### config.mk
export PLATFORM = sky130hd
export DESIGN_NAME = mc_ctrl_fsm_flat
export DESIGN_NICKNAME = d
export VERILOG_FILES = /design/src/rtl/mc_ctrl_fsm_if.sv /design/src/rtl/mc_ctrl_fsm.sv /design/src/flat_wrapper.sv
export SDC_FILE = /design/constraint.sdc
export NUM_CORES = 1
export LEC_CHECK = 0
export ABC_CLOCK_PERIOD_IN_PS = 2900
export CAP_MARGIN = 20
export CORE_MARGIN = 5
export CORE_UTILIZATION = 51
export CTS_BUF_LIST = sky130_fd_sc_hd__clkbuf_8
export DETAILED_ROUTE_END_ITERATION = 8
export PLACE_DENSITY = 0.82
export SETUP_SLACK_MARGIN = 0.5
export SLEW_MARGIN = 20
export SYNTH_ARGS = -nofsm -noshare
export SYNTH_HDL_FRONTEND = slang
export SYNTH_SLANG_ARGS = --single-unit
### constraint.sdc
create_clock -name clk -period 2.9 [get_ports clk]
set_clock_uncertainty 0.2 [all_clocks]
set_input_delay 0.435 -clock clk [delete_from_list [all_inputs] [get_ports clk]]
set_output_delay 0.435 -clock clk [all_outputs]
set_load 0.01 [all_outputs]
### src/rtl/mc_ctrl_fsm_if.sv
// Control bundle between the multicycle datapath and its control FSM.
// The FSM drives every select and strobe; the datapath returns opcode and the ALU zero flag.
interface mc_ctrl_fsm_if;
    logic [5:0] opcode;
    logic       zero;
    logic       pc_write;
    logic       iord;
    logic       mem_wr;
    logic       ir_write;
    logic       reg_dst;
    logic       mem_to_reg;
    logic       reg_write;
    logic       alu_src_a;
    logic [1:0] alu_src_b;
    logic [1:0] alu_op;
    logic [1:0] pc_src;
    logic       illegal;
    logic [3:0] state_out;

    // Datapath side.
    modport master (
        output opcode, zero,
        input  pc_write, iord, mem_wr, ir_write, reg_dst, mem_to_reg, reg_write,
               alu_src_a, alu_src_b, alu_op, pc_src, illegal, state_out
    );

    // Control FSM side.
    modport slave (
        input  opcode, zero,
        output pc_write, iord, mem_wr, ir_write, reg_dst, mem_to_reg, reg_write,
               alu_src_a, alu_src_b, alu_op, pc_src, illegal, state_out
    );
endinterface

### src/rtl/mc_ctrl_fsm.sv
// Moore control FSM for the multicycle datapath: sequences fetch/decode/execute for
// R-type, addi, lw, sw, beq and j, and counts memory wait cycles.
module mc_ctrl_fsm #(
    parameter int unsigned MEM_WAIT = 1
) (
    input  logic         clk,
    input  logic         reset,
    mc_ctrl_fsm_if.slave bus
);

    typedef enum logic [3:0] {
        S_RESET      = 4'd0,
        S_FETCH      = 4'd1,
        S_FETCH_WAIT = 4'd2,
        S_DECODE     = 4'd3,
        S_EXEC_R     = 4'd4,
        S_WB_R       = 4'd5,
        S_ADDI_EX    = 4'd6,
        S_ADDI_WB    = 4'd7,
        S_MEM_ADDR   = 4'd8,
        S_MEM_RD     = 4'd9,
        S_MEM_WB     = 4'd10,
        S_MEM_WR     = 4'd11,
        S_BRANCH     = 4'd12,
        S_JUMP       = 4'd13,
        S_HALT       = 4'd14
    } state_e;

    localparam logic [5:0] OP_RTYPE = 6'h00;
    localparam logic [5:0] OP_ADDI  = 6'h08;
    localparam logic [5:0] OP_LW    = 6'h23;
    localparam logic [5:0] OP_SW    = 6'h2B;
    localparam logic [5:0] OP_BEQ   = 6'h04;
    localparam logic [5:0] OP_J     = 6'h02;

    localparam logic [3:0] WAIT_LOAD = 4'(MEM_WAIT - 1);

    // branch marks BRANCH so pc_write can follow the live zero flag there.
    typedef struct packed {
        logic       pc_write;
        logic       iord;
        logic       mem_wr;
        logic       ir_write;
        logic       reg_dst;
        logic       mem_to_reg;
        logic       reg_write;
        logic       alu_src_a;
        logic [1:0] alu_src_b;
        logic [1:0] alu_op;
        logic [1:0] pc_src;
        logic       illegal;
        logic       branch;
    } ctrl_t;

    state_e     state_q, state_d;
    logic [3:0] wait_cnt_q, wait_cnt_d;
    ctrl_t      ctrl_q;

    function automatic ctrl_t decode(input state_e s, input logic [3:0] cnt);
        ctrl_t c;
        c = '0;
        case (s)
            S_FETCH: begin
                c.pc_write  = 1'b1;
                c.alu_src_b = 2'b01;
            end
            S_FETCH_WAIT: c.ir_write = (cnt == 4'd0);
            S_DECODE:     c.alu_src_b = 2'b11;
            S_EXEC_R: begin
                c.alu_src_a = 1'b1;
                c.alu_op    = 2'b10;
            end
            S_WB_R: begin
                c.reg_dst   = 1'b1;
                c.reg_write = 1'b1;
            end
            S_ADDI_EX, S_MEM_ADDR: begin
                c.alu_src_a = 1'b1;
                c.alu_src_b = 2'b10;
            end
            S_ADDI_WB: c.reg_write = 1'b1;
            S_MEM_RD:  c.iord = 1'b1;
            S_MEM_WB: begin
                c.mem_to_reg = 1'b1;
                c.reg_write  = 1'b1;
            end
            S_MEM_WR: begin
                c.iord   = 1'b1;
                c.mem_wr = 1'b1;
            end
            S_BRANCH: begin
                c.alu_src_a = 1'b1;
                c.alu_op    = 2'b01;
                c.pc_src    = 2'b01;
                c.branch    = 1'b1;
            end
            S_JUMP: begin
                c.pc_write = 1'b1;
                c.pc_src   = 2'b10;
            end
            S_HALT:  c.illegal = 1'b1;
            default: c = '0;
        endcase
        return c;
    endfunction

    // NOTE: every variable written here gets a default first, so no path leaves a latch.
    always_comb begin
        state_d    = state_q;
        wait_cnt_d = wait_cnt_q;
        case (state_q)
            S_RESET: state_d = S_FETCH;
            S_FETCH: begin
                state_d    = S_FETCH_WAIT;
                wait_cnt_d = WAIT_LOAD;
            end
            S_FETCH_WAIT: begin
                if (wait_cnt_q == 4'd0) state_d = S_DECODE;
                else                    wait_cnt_d = wait_cnt_q - 4'd1;
            end
            S_DECODE: begin
                case (bus.opcode)
                    OP_RTYPE:     state_d = S_EXEC_R;
                    OP_ADDI:      state_d = S_ADDI_EX;
                    OP_LW, OP_SW: state_d = S_MEM_ADDR;
                    OP_BEQ:       state_d = S_BRANCH;
                    OP_J:         state_d = S_JUMP;
                    default:      state_d = S_HALT;
                endcase
            end
            S_EXEC_R:  state_d = S_WB_R;
            S_ADDI_EX: state_d = S_ADDI_WB;
            S_MEM_ADDR: begin
                if (bus.opcode == OP_LW) begin
                    state_d    = S_MEM_RD;
                    wait_cnt_d = WAIT_LOAD;
                end else if (bus.opcode == OP_SW) begin
                    state_d = S_MEM_WR;
                end else begin
                    state_d = S_HALT;
                end
            end
            S_MEM_RD: begin
                if (wait_cnt_q == 4'd0) state_d = S_MEM_WB;
                else                    wait_cnt_d = wait_cnt_q - 4'd1;
            end
            S_WB_R, S_ADDI_WB, S_MEM_WB, S_MEM_WR, S_BRANCH, S_JUMP: state_d = S_FETCH;
            S_HALT:  state_d = S_HALT;
            default: state_d = S_RESET;
        endcase
    end

    // NOTE: outputs are decoded from the next state/count, so the registered copy always
    // matches state_q in the following cycle without a combinational decode on the outputs.
    always_ff @(posedge clk) begin
        if (reset) begin
            state_q    <= S_RESET;
            wait_cnt_q <= '0;
            ctrl_q     <= '0;
        end else begin
            state_q    <= state_d;
            wait_cnt_q <= wait_cnt_d;
            ctrl_q     <= decode(state_d, wait_cnt_d);
        end
    end

    assign bus.pc_write   = ctrl_q.pc_write | (ctrl_q.branch & bus.zero);
    assign bus.iord       = ctrl_q.iord;
    assign bus.mem_wr     = ctrl_q.mem_wr;
    assign bus.ir_write   = ctrl_q.ir_write;
    assign bus.reg_dst    = ctrl_q.reg_dst;
    assign bus.mem_to_reg = ctrl_q.mem_to_reg;
    assign bus.reg_write  = ctrl_q.reg_write;
    assign bus.alu_src_a  = ctrl_q.alu_src_a;
    assign bus.alu_src_b  = ctrl_q.alu_src_b;
    assign bus.alu_op     = ctrl_q.alu_op;
    assign bus.pc_src     = ctrl_q.pc_src;
    assign bus.illegal    = ctrl_q.illegal;
    assign bus.state_out  = state_q;

endmodule
### src/flat_wrapper.sv
// flat-port wrapper written by rule: the top's interface ports become plain ports
module mc_ctrl_fsm_flat 
#(
    parameter int unsigned MEM_WAIT = 1
)
  (clk, reset, bus_opcode, bus_zero, bus_pc_write, bus_iord, bus_mem_wr, bus_ir_write, bus_reg_dst, bus_mem_to_reg, bus_reg_write, bus_alu_src_a, bus_alu_src_b, bus_alu_op, bus_pc_src, bus_illegal, bus_state_out);
  mc_ctrl_fsm_if bus_i ();
  input  logic clk;
  input  logic reset;
  input wire logic [$bits(bus_i.opcode)-1:0] bus_opcode;
  input wire logic [$bits(bus_i.zero)-1:0] bus_zero;
  output wire logic [$bits(bus_i.pc_write)-1:0] bus_pc_write;
  output wire logic [$bits(bus_i.iord)-1:0] bus_iord;
  output wire logic [$bits(bus_i.mem_wr)-1:0] bus_mem_wr;
  output wire logic [$bits(bus_i.ir_write)-1:0] bus_ir_write;
  output wire logic [$bits(bus_i.reg_dst)-1:0] bus_reg_dst;
  output wire logic [$bits(bus_i.mem_to_reg)-1:0] bus_mem_to_reg;
  output wire logic [$bits(bus_i.reg_write)-1:0] bus_reg_write;
  output wire logic [$bits(bus_i.alu_src_a)-1:0] bus_alu_src_a;
  output wire logic [$bits(bus_i.alu_src_b)-1:0] bus_alu_src_b;
  output wire logic [$bits(bus_i.alu_op)-1:0] bus_alu_op;
  output wire logic [$bits(bus_i.pc_src)-1:0] bus_pc_src;
  output wire logic [$bits(bus_i.illegal)-1:0] bus_illegal;
  output wire logic [$bits(bus_i.state_out)-1:0] bus_state_out;
  assign bus_i.opcode = bus_opcode;
  assign bus_i.zero = bus_zero;
  assign bus_pc_write = bus_i.pc_write;
  assign bus_iord = bus_i.iord;
  assign bus_mem_wr = bus_i.mem_wr;
  assign bus_ir_write = bus_i.ir_write;
  assign bus_reg_dst = bus_i.reg_dst;
  assign bus_mem_to_reg = bus_i.mem_to_reg;
  assign bus_reg_write = bus_i.reg_write;
  assign bus_alu_src_a = bus_i.alu_src_a;
  assign bus_alu_src_b = bus_i.alu_src_b;
  assign bus_alu_op = bus_i.alu_op;
  assign bus_pc_src = bus_i.pc_src;
  assign bus_illegal = bus_i.illegal;
  assign bus_state_out = bus_i.state_out;
  mc_ctrl_fsm #(.MEM_WAIT(MEM_WAIT)) u_core (.clk(clk), .reset(reset), .bus(bus_i));
endmodule
==> results of run 1 <==
[synthesized netlist by cell type, types with 2 or more instances]
| cell | count |
|---|---|
| a31o_2 | 3 |
| buf_2 | 5 |
| dfxtp_1 | 23 |
| a21oi_1 | 8 |
| inv_1 | 4 |
| buf_4 | 6 |
| nor3b_2 | 2 |
| or3_1 | 3 |
| o21ai_0 | 6 |
| or2_2 | 2 |
| nor3_1 | 11 |
| nand2b_1 | 2 |
| nor2b_1 | 8 |
| a31oi_1 | 3 |
| nor4_1 | 3 |
| nor2_1 | 15 |
| nand2_1 | 17 |
[report_power, final]
part / switching [mW] / leakage, nW / internal, mW
Combinational: 0.500 / 0.384 / 0.432
Sequential: 0.0943 / 0.187 / 0.389
Clock: 0.106 / 0.0255 / 0.0960
[kinds of logic (layout without fill, tap and decap cells)]
| group | after synthesis | in the layout | synth area share (%) |
|---|---|---|---|
| DFF | 23 | 23 | 37.28 |
| and+or+nand+nor | 75 | 75 | 33.84 |
| adders and majority gates | 1 | 1 | 1.013 |
| buffers and inverters | 16 | 40 | 7.192 |
| AOI/OAI and AO/OA | 35 | 35 | 19.86 |
| muxes | 1 | 1 | 0.8106 |
[cell type report]
class / instances / area [sq um] / area share (%)
Clock inverter: 1 / 5.005 / 0.3110
Multi-Input combinational cell: 112 / 743.2 / 46.19
Clock buffer: 3 / 41.29 / 2.566
Sequential cell: 23 / 461.7 / 28.69
Inverter: 4 / 15.01 / 0.9331
Timing Repair Buffer: 32 / 307.8 / 19.13
Tap cell: 28 / 35.03 / 2.177
[placed cells by master, fill, tap and decap left out, drive strengths merged, types with 2 or more instances in the layout]
cell / instances
nand2: 17
inv: 4
dfxtp: 23
a31o: 3
a31oi: 4
o21ai: 8
clkbuf: 3
nor3: 11
nor2: 16
nor2b: 8
nand2b: 2
or2: 2
buf: 5
or3: 4
nor4: 4
a21oi: 8
and4b: 2
nor3b: 3
clkdlybuf4s50: 27
[per-stage QoR]
step | cell area [sq um] | hold slack (ps)
2_1_floorplan | 1235 | 258.1
3_3_place_gp | 1489 | 279.2
3_5_place_dp | 1489 | 287.8
4_1_cts | 1540 | 300.1
5_1_grt | 1609 | 319.2
6_report | 1609 | 303.6
[layer usage]
| layer | up-vias | GRT usage, % |
|---|---|---|
| li1 | 585 | - |
| met1 | 558 | 20.37 |
| met2 | 34 | 31.36 |
| met3 | 6 | 3.922 |
| met4 | 0 | 3.883 |
| met5 | - | 0 |
[final timing paths]
check	slack (ps)	endpoint	startpoint	cells after the start
setup / recovery	550	u_core.bus.ir_write	bus_opcode[1]	6
hold / removal	300	u_core.wait_cnt_q[1]	u_core.wait_cnt_q[1]	2
setup reg to reg	610	u_core.bus.ir_write	u_core.bus.state_out[3]	5
hold reg to reg	300	u_core.wait_cnt_q[1]	u_core.wait_cnt_q[1]	2
[repair_timing]
action | 4_1_cts | 5_1_grt
resized for setup | 1 | 11
buffers inserted | 0 | 2
endpoints found under the setup margin | 2 | 11
pin swaps | 0 | 3
gates cloned | 0 | 0
[worst reg2reg max path: cells and delay by family, from the launching register on]
kind             cells  cell delay, ps
AND/OR/NAND/NOR      3             630
flip-flops           1             750
AO/OA/AOI/OAI        2             610
==> metrics.md, run 1 <==
| Metric | Value |
|---|---|
| Crit path largest cell delay | `approximately 550 ps` |
| Vias in the first global route | `1054` |
| Drt total wl | `around 3.2 mm` |
| Max clock buf depth | `2` |
| Initial Utilization | `between 50% and 60%` |
| # IOs | `28` |
| Ys flop type | `dfxtp_1` |
| Fillers | `178` |
| Pwr Density | `around 1000 nW/um^2` |
| CORE AREA | `between 2000 and 2500 sq um` |
| CP cell instances | `clkdlybuf4s50_1 > or4_4 > o21ai_2 > a31oi_4 > nor4_2 > nor4bb_1` |
| Grt ovf | `0` |
| Synth unique cells | `47` |
| Post-Layout Cell Count | `approximately 200` |
| Run status | `finished clean` |
| Leakage power | `between 0.5 and 0.6 nW` |
| Worst rel slew slack | `a little over half` |
| Yosys top cell by area | `dfxtp_1` |
| Synth warnings | `0` |
| Fin. Hold Viols | `0` |
| Die Area | `between 3000 and 4000 sq um` |
| Drt first pass iters | `4` |
| H-tree levels | `1` |
| Initial antenna violation count | `0` |
| Mapped Area | `1235 sq um` |
| Met1 wire length | `approximately 1.3 mm` |
| Worst Path Buf+Inv | `1` |
| Sink Count | `23` |
| Clock transition at path regs | `roughly 80 ps` |
| Max-slew violations | `0` |
| DP Worst Slack | `roughly 150 ps` |
| Crit path max fanout | `7` |
| Clk Latency, worst-skew pair | `approximately 270 ps` |
| Top layer used by detailed routing | `met4` |
| Top-area cell type share of the netlist area | `between 30% and 40%` |
| Final period util | `between 80% and 90%` |
| F_max | `about 0.43 GHz` |
| Tot GR Track Use | `17.28%` |
| Layout Nets | `186` |
| First-pass GRT wire length | `between 4 and 5 mm` |
| Critical path's slowest cell | `or4_4` |
| Vias | `about 1200` |
| Yosys reg bits | `23` |
| Largest delay contributor family on the critical path | `simple AND/OR/NAND/NOR gates` |
| Root Driver | `clkbuf_8` |
| Hold Buf Count CTS | `0` |
| Worst IR Drop VDD | `roughly 0.66 mV` |
| EDFF count, synth | `0` |
| CTS buffer count | `3` |
| Routed wl met3 | `around 160 um` |
| Pin count of the biggest net entering global routing | `20` |
| Post-DRT Antenna Nets | `0` |
| # port buffers | `27` |
| CP Launch Type | `primary input` |
| HP Class | `flip-flop to flip-flop` |
| Fin Setup TNS | `0 ps` |
| Post-synthesis net count | `between 150 and 200` |
| Worst-margin pin slew | `~700 ps` |
| Die width | `59.21 um` |
| Critical Path RT | `about 2900 ps` |
| Starting DRC count in detailed routing | `39` |
| Syn-to-layout area delta | `30.29%` |
| Antenna cells | `0` |
| Drt wl/cell | `15.56 um` |
| Chip Height | `59.21 um` |
| Crit Path Class | `primary input to flip-flop` |
| Worst Slack Setup Final | `approximately 550 ps` |
| CTS tree | `yes` |
| RSZ-0062 raised after global routing | `true` |
| Min cycle time layout | `between 2000 and 2500 ps` |
| WP data arrival | `between 2000 and 2500 ps` |
| Power Total | `1.618 mW` |
| Synth top area cells | `dfxtp_1 37%, nand2_1 5.2%, nor2_1 4.6%, nor3_1 4.5%, nor2b_1 4.1%` |
| Sequential-to-total area share from yosys stat | `between 30% and 40%` |
| Share of cells above drive strength 1 | `about a fifth` |
| DRC errors left | `0` |
| Final core occ | `between 70% and 80%` |
| WL met2 | `1.668 mm` |
| Critical Path Sink Type | `flip-flop` |
| Placed insts | `just under 200` |
| HPWL Detailed | `~2.2 mm` |
| Num rows | `17` |
| Vias per cell | `5.828` |
| Ys async rst share | `0%` |
| Syn avg cell area | `a little over 8 sq um` |
| Maxcap violations | `0` |
| Setup violators final | `0` |
| Post-Synthesis Cells | `151` |
| GPL Wtd Cong | `0.8937` |
No activity file was read; power rests on OpenSTA's default activity.
==> run 2: changes to the inputs <==
Settings changed: ABC_CLOCK_PERIOD_IN_PS 2900 to 2300.
Clock period 2.9 ns to 2.3 ns, I/O delays scaled along.
==> run 2 against run 1 <==
  * The flow now stops in 5_1_grt
  * Synthesized cell count stayed put
  * Synthesized area stayed put
==> metrics.md, run 2 <==
| Metric | Value |
|---|---|
| Post-Synthesis Cells | `151 (unchanged)` |
| Ys flop type | `dfxtp_1 (unchanged)` |
| Kind of the worst endpoint | `sequential cell input` |
| Sequential-to-total area share from yosys stat | `37.28% (unchanged)` |
| H-tree levels | `1 (unchanged)` |
| Placed insts | `204 (was 197)` |
| Stop Error | `[ERROR DPL-0038] Utilization greater than 100%, impossible to legalize` |
| HPWL Detailed | `2.451 mm (was 2.224 mm)` |
| Root Driver | `clkbuf_8 (unchanged)` |
| Mapped Area | `1235 sq um (unchanged)` |
| Pin count of the biggest net entering global routing | `13` |
| # port buffers | `27 (unchanged)` |
| Max clock buf depth | `2 (unchanged)` |
| Post-synthesis net count | `161 (unchanged)` |
| Synth warnings | `0 (unchanged)` |
| GR repair worst EP | `u_core.bus.reg_write$_SDFF_PP0_/D` |
| Yosys reg bits | `23 (unchanged)` |
| EDFF count, synth | `0 (unchanged)` |
| Syn avg cell area | `8.178 sq um (unchanged)` |
| # IOs | `28 (unchanged)` |
| Run status | `stopped before the end (was finished clean)` |
| GPL Wtd Cong | `0.8454 (was 0.8937)` |
| Hold Buf Count CTS | `0 (unchanged)` |
| Yosys top cell by area | `dfxtp_1 (unchanged)` |
| Failing step | `5_1_grt` |
| Initial Utilization | `54.77% (unchanged)` |
| Cell area after placement | `1642 sq um (was 1489 sq um)` |
| Num rows | `17 (unchanged)` |
| CTS buffer count | `3 (unchanged)` |
| Count leader, synth | `dfxtp_1 (unchanged)` |
| Ys async rst share | `0% (unchanged)` |
| Synth unique cells | `47 (unchanged)` |
| Commonest cells in the netlist | `23 x dfxtp_1, 17 x nand2_1, 15 x nor2_1 (unchanged)` |
| Die width | `59.21 um (unchanged)` |
| Top-area cell type share of the netlist area | `37.28% (unchanged)` |
| Chip Height | `59.21 um (unchanged)` |
| Sink Count | `23 (unchanged)` |
| Synth top area cells | `dfxtp_1 37%, nand2_1 5.2%, nor2_1 4.6%, nor3_1 4.5%, nor2b_1 4.1% (unchanged)` |
==> run 2: metrics by stage <==
step           setup WS [ps]  setup TNS [ps]
2_1_floorplan          421.8               0
3_3_place_gp          -150.4          -645.9
3_5_place_dp          -185.4           -1317
4_1_cts                318.7               0
==> run 2: timing repair <==
action / CTS
setup endpoints to repair: 27
pin swaps: 23
gates resized for setup: 67
setup buffers: 18
hold endpoints to repair: 0
==> run 2: kinds of logic after synthesis <==
logic type / share of synthesized area [%]
AO/OA/AOI/OAI: 19.86
adder cells (fa/ha/maj): 1.013
buffers and inverters: 7.192
flip-flops: 37.28
multiplexers: 0.8106
AND/OR/NAND/NOR: 33.84
==> run 3: changes to the inputs <==
Settings changed: CORE_AREA set to 5 5 66 68, CORE_MARGIN 5 to not set, CORE_UTILIZATION 51 to not set, CTS_BUF_LIST sky130_fd_sc_hd__clkbuf_8 to not set, DIE_AREA set to 0 0 71 73, PLACE_DENSITY 0.82 to not set, PLACE_DENSITY_LB_ADDON set to 0.15, SETUP_SLACK_MARGIN 0.5 to not set.
==> run 3 against run 2 <==
  * The flow now finishes without violations
==> metrics.md, run 3 (synthesis results as in run 1) <==
| Metric | Value |
|---|---|
| Critical Path RT | `around 2300 ps` |
| Run status | `finished clean (was stopped before the end)` |
| Max clock buf depth | `2 (unchanged)` |
| HP Class | `flip-flop to flip-flop` |
| Antenna cells | `0` |
| Final core occ | `46.15%` |
| Die Area | `roughly 5200 sq um` |
| Grt ovf | `0` |
| Initial Utilization | `32.51% (was 54.77%)` |
| Leakage power | `0.6991 nW` |
| WP data arrival | `2160 ps` |
| Cell area after layout | `~1800 sq um` |
| Root Driver | `clkbuf_8 (unchanged)` |
| Die width | `71 um (was 59.21 um)` |
| Pwr Density | `roughly 1200 nW/um^2` |
| CORE AREA | `about 3800 sq um` |
| First-pass GRT wire length | `between 5 and 6 mm` |
| Cell area after placement | `1629 sq um (was 1642 sq um)` |
| P_int | `approximately 1.2 mW` |
| Vias per cell | `5.067` |
| Post-DRT Antenna Nets | `0` |
| Sink Count | `23 (unchanged)` |
| Most frequent cells in the layout | `23 x clkdlybuf4s50_1, 22 x dfxtp_1, 18 x buf_4, 15 x nand2_1, 14 x nor2_1` |
| Chip Height | `73 um (was 59.21 um)` |
| Clk Latency, worst-skew pair | `260 ps` |
| Combinational share of power | `between 60% and 70%` |
| Num rows | `23 (was 17)` |
| Worst rel slew slack | `~49%` |
| Crit path max fanout | `3` |
| F_max | `approximately 0.45 GHz` |
| Setup violators final | `0` |
| HPWL Detailed | `2.589 mm (was 2.451 mm)` |
| # port buffers | `27 (unchanged)` |
| Crit Path Class | `primary input to flip-flop` |
| Pin count of the biggest net entering global routing | `14` |
| Max-slew violations | `0` |
| Seq pwr share | `roughly 27%` |
| Net Sw Frac | `41.69%` |
| Clock transition at path regs | `about 80 ps` |
| CTS tree | `yes` |
| Clock power frac | `a little under an eighth` |
| H-tree levels | `1 (unchanged)` |
| Min cycle time layout | `approximately 2200 ps` |
| Hold Buf Count CTS | `0 (unchanged)` |
| Initial antenna violation count | `0` |
| Maxcap violations | `0` |
| Fin Setup TNS | `0 ps` |
| Share of cells above drive strength 1 | `between 20% and 30%` |
| Tot GR Track Use | `13.34%` |
| Layout Nets | `200` |
| Commonest non-fill, non-tap cell in the layout | `clkdlybuf4s50_1` |
| Worst IR Drop VDD | `between 0.3 and 0.4 mV` |
| Fin. Hold Viols | `0` |
| Starting DRC count in detailed routing | `32` |
| Worst-margin pin slew | `754.3 ps` |
| Drt wl/cell | `approximately 14 um` |
| GPL Wtd Cong | `0.8824 (was 0.8454)` |
| DRC errors left | `0` |
| P_sw | `~890 uW` |
| DP Worst Slack | `-227.9 ps (was -185.4 ps)` |
| # IOs | `28 (unchanged)` |
| Final period util | `between 90% and 100%` |
| Vias | `about 1200` |
| Syn-to-layout area delta | `41.95%` |
| Critical Path Sink Type | `flip-flop` |
| Worst Slack Setup Final | `between 90 and 100 ps` |
| CTS buffer count | `3 (unchanged)` |
| CP Launch Type | `primary input` |
| Drt first pass iters | `4` |
| Vias in the first global route | `1142` |
| Drt total wl | `between 3 and 4 mm` |
[run 3: worst max-delay path, cell delays in order]
cell	delay, ps
clkdlybuf4s50_1	450
nor4_1	400
and4b_1	260
o21ai_1	90
a2bb2oi_1	320
or2_2	220
o32ai_1	80
[run 3: timing repair]
item,4_1_cts,5_1_grt
buffers inserted,0,1
gates resized for setup,1,16
setup endpoints to repair,7,6
pin swaps,0,4
[run 3: path summary, 6_finish.rpt]
check	startpoint	endpoint	slack [ps]	depth (start not counted)
worst max register to register	u_core.wait_cnt_q[0]	u_core.bus.alu_src_b[1]	110	8
worst min-delay path	u_core.wait_cnt_q[1]	u_core.wait_cnt_q[1]	300	2
worst min register to register	u_core.wait_cnt_q[1]	u_core.wait_cnt_q[1]	300	2
worst max-delay path	bus_opcode[3]	u_core.bus.alu_src_b[1]	90	7
[run 3: power groups by stage]
stage / clock [mW] / sequential, mW / combinational, mW
detailed placement: 0 / 0.589 / 1.24
global placement: 0 / 0.590 / 1.23
global route: 0.273 / 0.596 / 1.42
floorplan: 0 / 0.575 / 0.716
finish: 0.247 / 0.582 / 1.30
CTS: 0.256 / 0.581 / 1.25
[run 3: layout make-up]
class / instances / area (sq um)
Inverter: 4 / 15.01
Tap cell: 50 / 62.56
Multi-Input combinational cell: 112 / 740.7
Timing Repair Buffer: 46 / 426.7
Clock inverter: 1 / 5.005
Clock buffer: 3 / 41.29
Fill cell: 389 / 2046
Sequential cell: 23 / 461.7
[run 3: metal layers]
metal  routed length (um)  vias up  track usage (%)
met5                    0        -                0
met4                   38        0            4.384
met3                  131        4            2.893
met2                 1756       20            23.48
met1                 1414      571            16.15
li1                     -      616                -
[run 3: stage by stage]
step	power [mW]	cells	hold slack, ps
3_3_place_gp	1.822	234	277.5
6_report	2.129	239	299.7
4_1_cts	2.084	238	298.4
2_1_floorplan	1.291	151	225.2
3_5_place_dp	1.833	234	287.1
5_1_grt	2.287	239	341.4
==> run 4: changes to the inputs <==
Settings changed: CORE_AREA 5 5 66 68 to not set, CORE_MARGIN set to 5, CORE_UTILIZATION set to 26, DIE_AREA 0 0 71 73 to not set, REMOVE_ABC_BUFFERS set to 1.
==> run 4 against run 3 <==
  * Count of clock-buffer cells in the layout unchanged
  * Final area down 1.6%
  * Combinational power rose by 3%
  * Sequential share of layout area rose by 0.35 points
  * Register-to-register slack improved by 40 ps
  * Via count up 2.1%
  * Clock power fell by 2%
  * First-iteration DRC count up 120%
  * Cell count is 2.1% higher
  * Maximum frequency about the same
  * Critical path depth unchanged
==> metrics.md, run 4 (synthesis results as in run 1) <==
| Metric | Value |
|---|---|
| Antenna cells | `0 (unchanged)` |
| Critical Path Sink Type | `flip-flop (unchanged)` |
| Worst rel slew slack | `68.50% (was 49.18%)` |
| Root Driver | `clkbuf_8 (unchanged)` |
| CTS buffer count | `3 (unchanged)` |
| Fillers | `471 (was 389)` |
| RSZ-0062 raised after global routing | `false` |
| CP Launch Type | `primary input (unchanged)` |
| HP Class | `flip-flop to flip-flop (unchanged)` |
| Setup violators final | `0 (unchanged)` |
| HPWL Detailed | `2.688 mm (was 2.589 mm)` |
| Maxcap violations | `0 (unchanged)` |
| Grt ovf | `0 (unchanged)` |
| Crit Path Class | `primary input to flip-flop (unchanged)` |
| Hold depth | `2 (unchanged)` |
| Drt total wl | `3.369 mm (was 3.340 mm)` |
| Sink Count | `23 (unchanged)` |
| Post-DRT Antenna Nets | `0 (unchanged)` |
| Initial antenna violation count | `0 (unchanged)` |
| GPL Wtd Cong | `0.8148 (was 0.8824)` |
| Fin. Hold Viols | `0 (unchanged)` |
| Run status | `finished clean (unchanged)` |
| Critical path origin | `bus_opcode[2] (was bus_opcode[3])` |
| Worst IR Drop VDD | `0.3788 mV (was 0.3977 mV)` |
| Vias in the first global route | `1226 (was 1142)` |
| Final period util | `96.13% (was 96.03%)` |
| WP data arrival | `2190 ps (was 2160 ps)` |
| Max clock buf depth | `2 (unchanged)` |
| Drt wl/cell | `13.81 um (was 13.97 um)` |
| CORE AREA | `4661 sq um (was 3799 sq um)` |
| Hold_ws | `308.5 ps (was 299.7 ps)` |
| Max-slew violations | `0 (unchanged)` |
| Vias | `1237 (was 1211)` |
| Power Total | `2.148 mW (was 2.129 mW)` |
| DRC errors left | `0 (unchanged)` |
| Syn-to-layout area delta | `39.72% (was 41.95%)` |
| F_max | `0.4523 GHz (was 0.4527 GHz)` |
| Crit path max fanout | `5 (was 3)` |
| Num rows | `25 (was 23)` |
| Chip Height | `78.92 um (was 73 um)` |
| Commonest non-fill, non-tap cell in the layout | `clkdlybuf4s50_1 (unchanged)` |
| Reg2reg path depth | `8 (unchanged)` |
| Most frequent cells in the layout | `27 x clkdlybuf4s50_1, 23 x dfxtp_1, 20 x buf_4, 17 x nand2_1, 14 x nor2_1 (was 23 x clkdlybuf4s50_1, 22 x dfxtp_1, 18 x buf_4, 15 x nand2_1, 14 x nor2_1)` |
| Critical Path RT | `2280 ps (was 2250 ps)` |
| # port buffers | `27 (unchanged)` |
| # IOs | `28 (unchanged)` |
| Share of cells above drive strength 1 | `23.68% (was 25.93%)` |
| Starting DRC count in detailed routing | `69 (was 32)` |
| Min cycle time layout | `2211 ps (was 2209 ps)` |
| Worst-margin pin slew | `469.3 ps (was 754.3 ps)` |
| Pwr Density | `1245 nW/um^2 (was 1214 nW/um^2)` |
| Die width | `78.92 um (was 71 um)` |
| Hold Crit Start | `u_core.wait_cnt_q[1] (unchanged)` |
| H-tree levels | `1 (unchanged)` |
| Layout Nets | `201 (was 200)` |
| Vias per cell | `5.070 (was 5.067)` |
| Worst r2r src | `u_core.wait_cnt_q[0] (unchanged)` |
| Tot GR Track Use | `11.43% (was 13.34%)` |
| CTS tree | `yes (unchanged)` |
| Drt first pass iters | `4 (unchanged)` |
| Initial Utilization | `26.50% (was 32.51%)` |
| Pin count of the biggest net entering global routing | `14 (unchanged)` |
| First-pass GRT wire length | `5.747 mm (was 5.395 mm)` |
| Leakage power | `0.6631 nW (was 0.6991 nW)` |
| Clk Latency, worst-skew pair | `260 ps (about the same)` |
| Post-CTS Setup Bufs | `0 (unchanged)` |
| Clock transition at path regs | `80 ps (about the same)` |
| Die Area | `6228 sq um (was 5183 sq um)` |
run 4: layer usage:
| layer | wire, um | GRT usage (%) |
|---|---|---|
| met1 | 1535 | 14.41 |
| met2 | 1663 | 19.78 |
| met3 | 140 | 2.721 |
| met4 | 29 | 2.577 |
| met5 | 0 | 0 |
run 4: layout make-up:
type	instances	area, sq um	area share [%]
clock buffer	3	41.29	2.393
multi-input combinational	112	715.7	41.48
inverter	4	15.01	0.8702
tap	54	67.56	3.916
sequential	23	460.4	26.69
clock inverter	1	5.005	0.2901
timing repair buffer	47	420.4	24.37
run 4: metrics by stage:
stage / cell area, sq um / worst slack [ps] / setup TNS (ps) / util, % / instances
2_1_floorplan: 1161 / 195.0 / 0 / - / 139
3_3_place_gp: 1649 / -138.2 / -1225 / 35.38 / 240
3_5_place_dp: 1649 / -233.5 / -1860 / 35.38 / 240
4_1_cts: 1695 / 32.87 / 0 / 36.38 / 244
5_1_grt: 1725 / 3.218 / 0 / 37.02 / 244
6_report: 1725 / 89.06 / 0 / 37.02 / 244
run 4: final timing paths:
check,endpoint,slack [ps]
setup / recovery,u_core.bus.pc_src[1],90
hold / removal,u_core.wait_cnt_q[1],310
hold reg to reg,u_core.wait_cnt_q[1],310
setup reg to reg,u_core.bus.ir_write,150
run 4: worst max-delay path: stages:
cell	delay, ps
clkdlybuf4s50_1	520
and4b_2	270
a21boi_2	190
o21a_1	220
nor2_2	70
or3_4	360
nor3_1	220
run 4: what timing repair did:
item / 4_1_cts / 5_1_grt
hold buffers: 0 / 0
resized for setup: 0 / 7
setup endpoints to repair: 0 / 10
run 4: report_power, final:
group	total (mW)	switching, mW	internal (mW)	leakage (nW)
sequential	0.564	0.0745	0.489	0.187
clock	0.243	0.122	0.121	0.0255
combinational	1.34	0.684	0.657	0.451
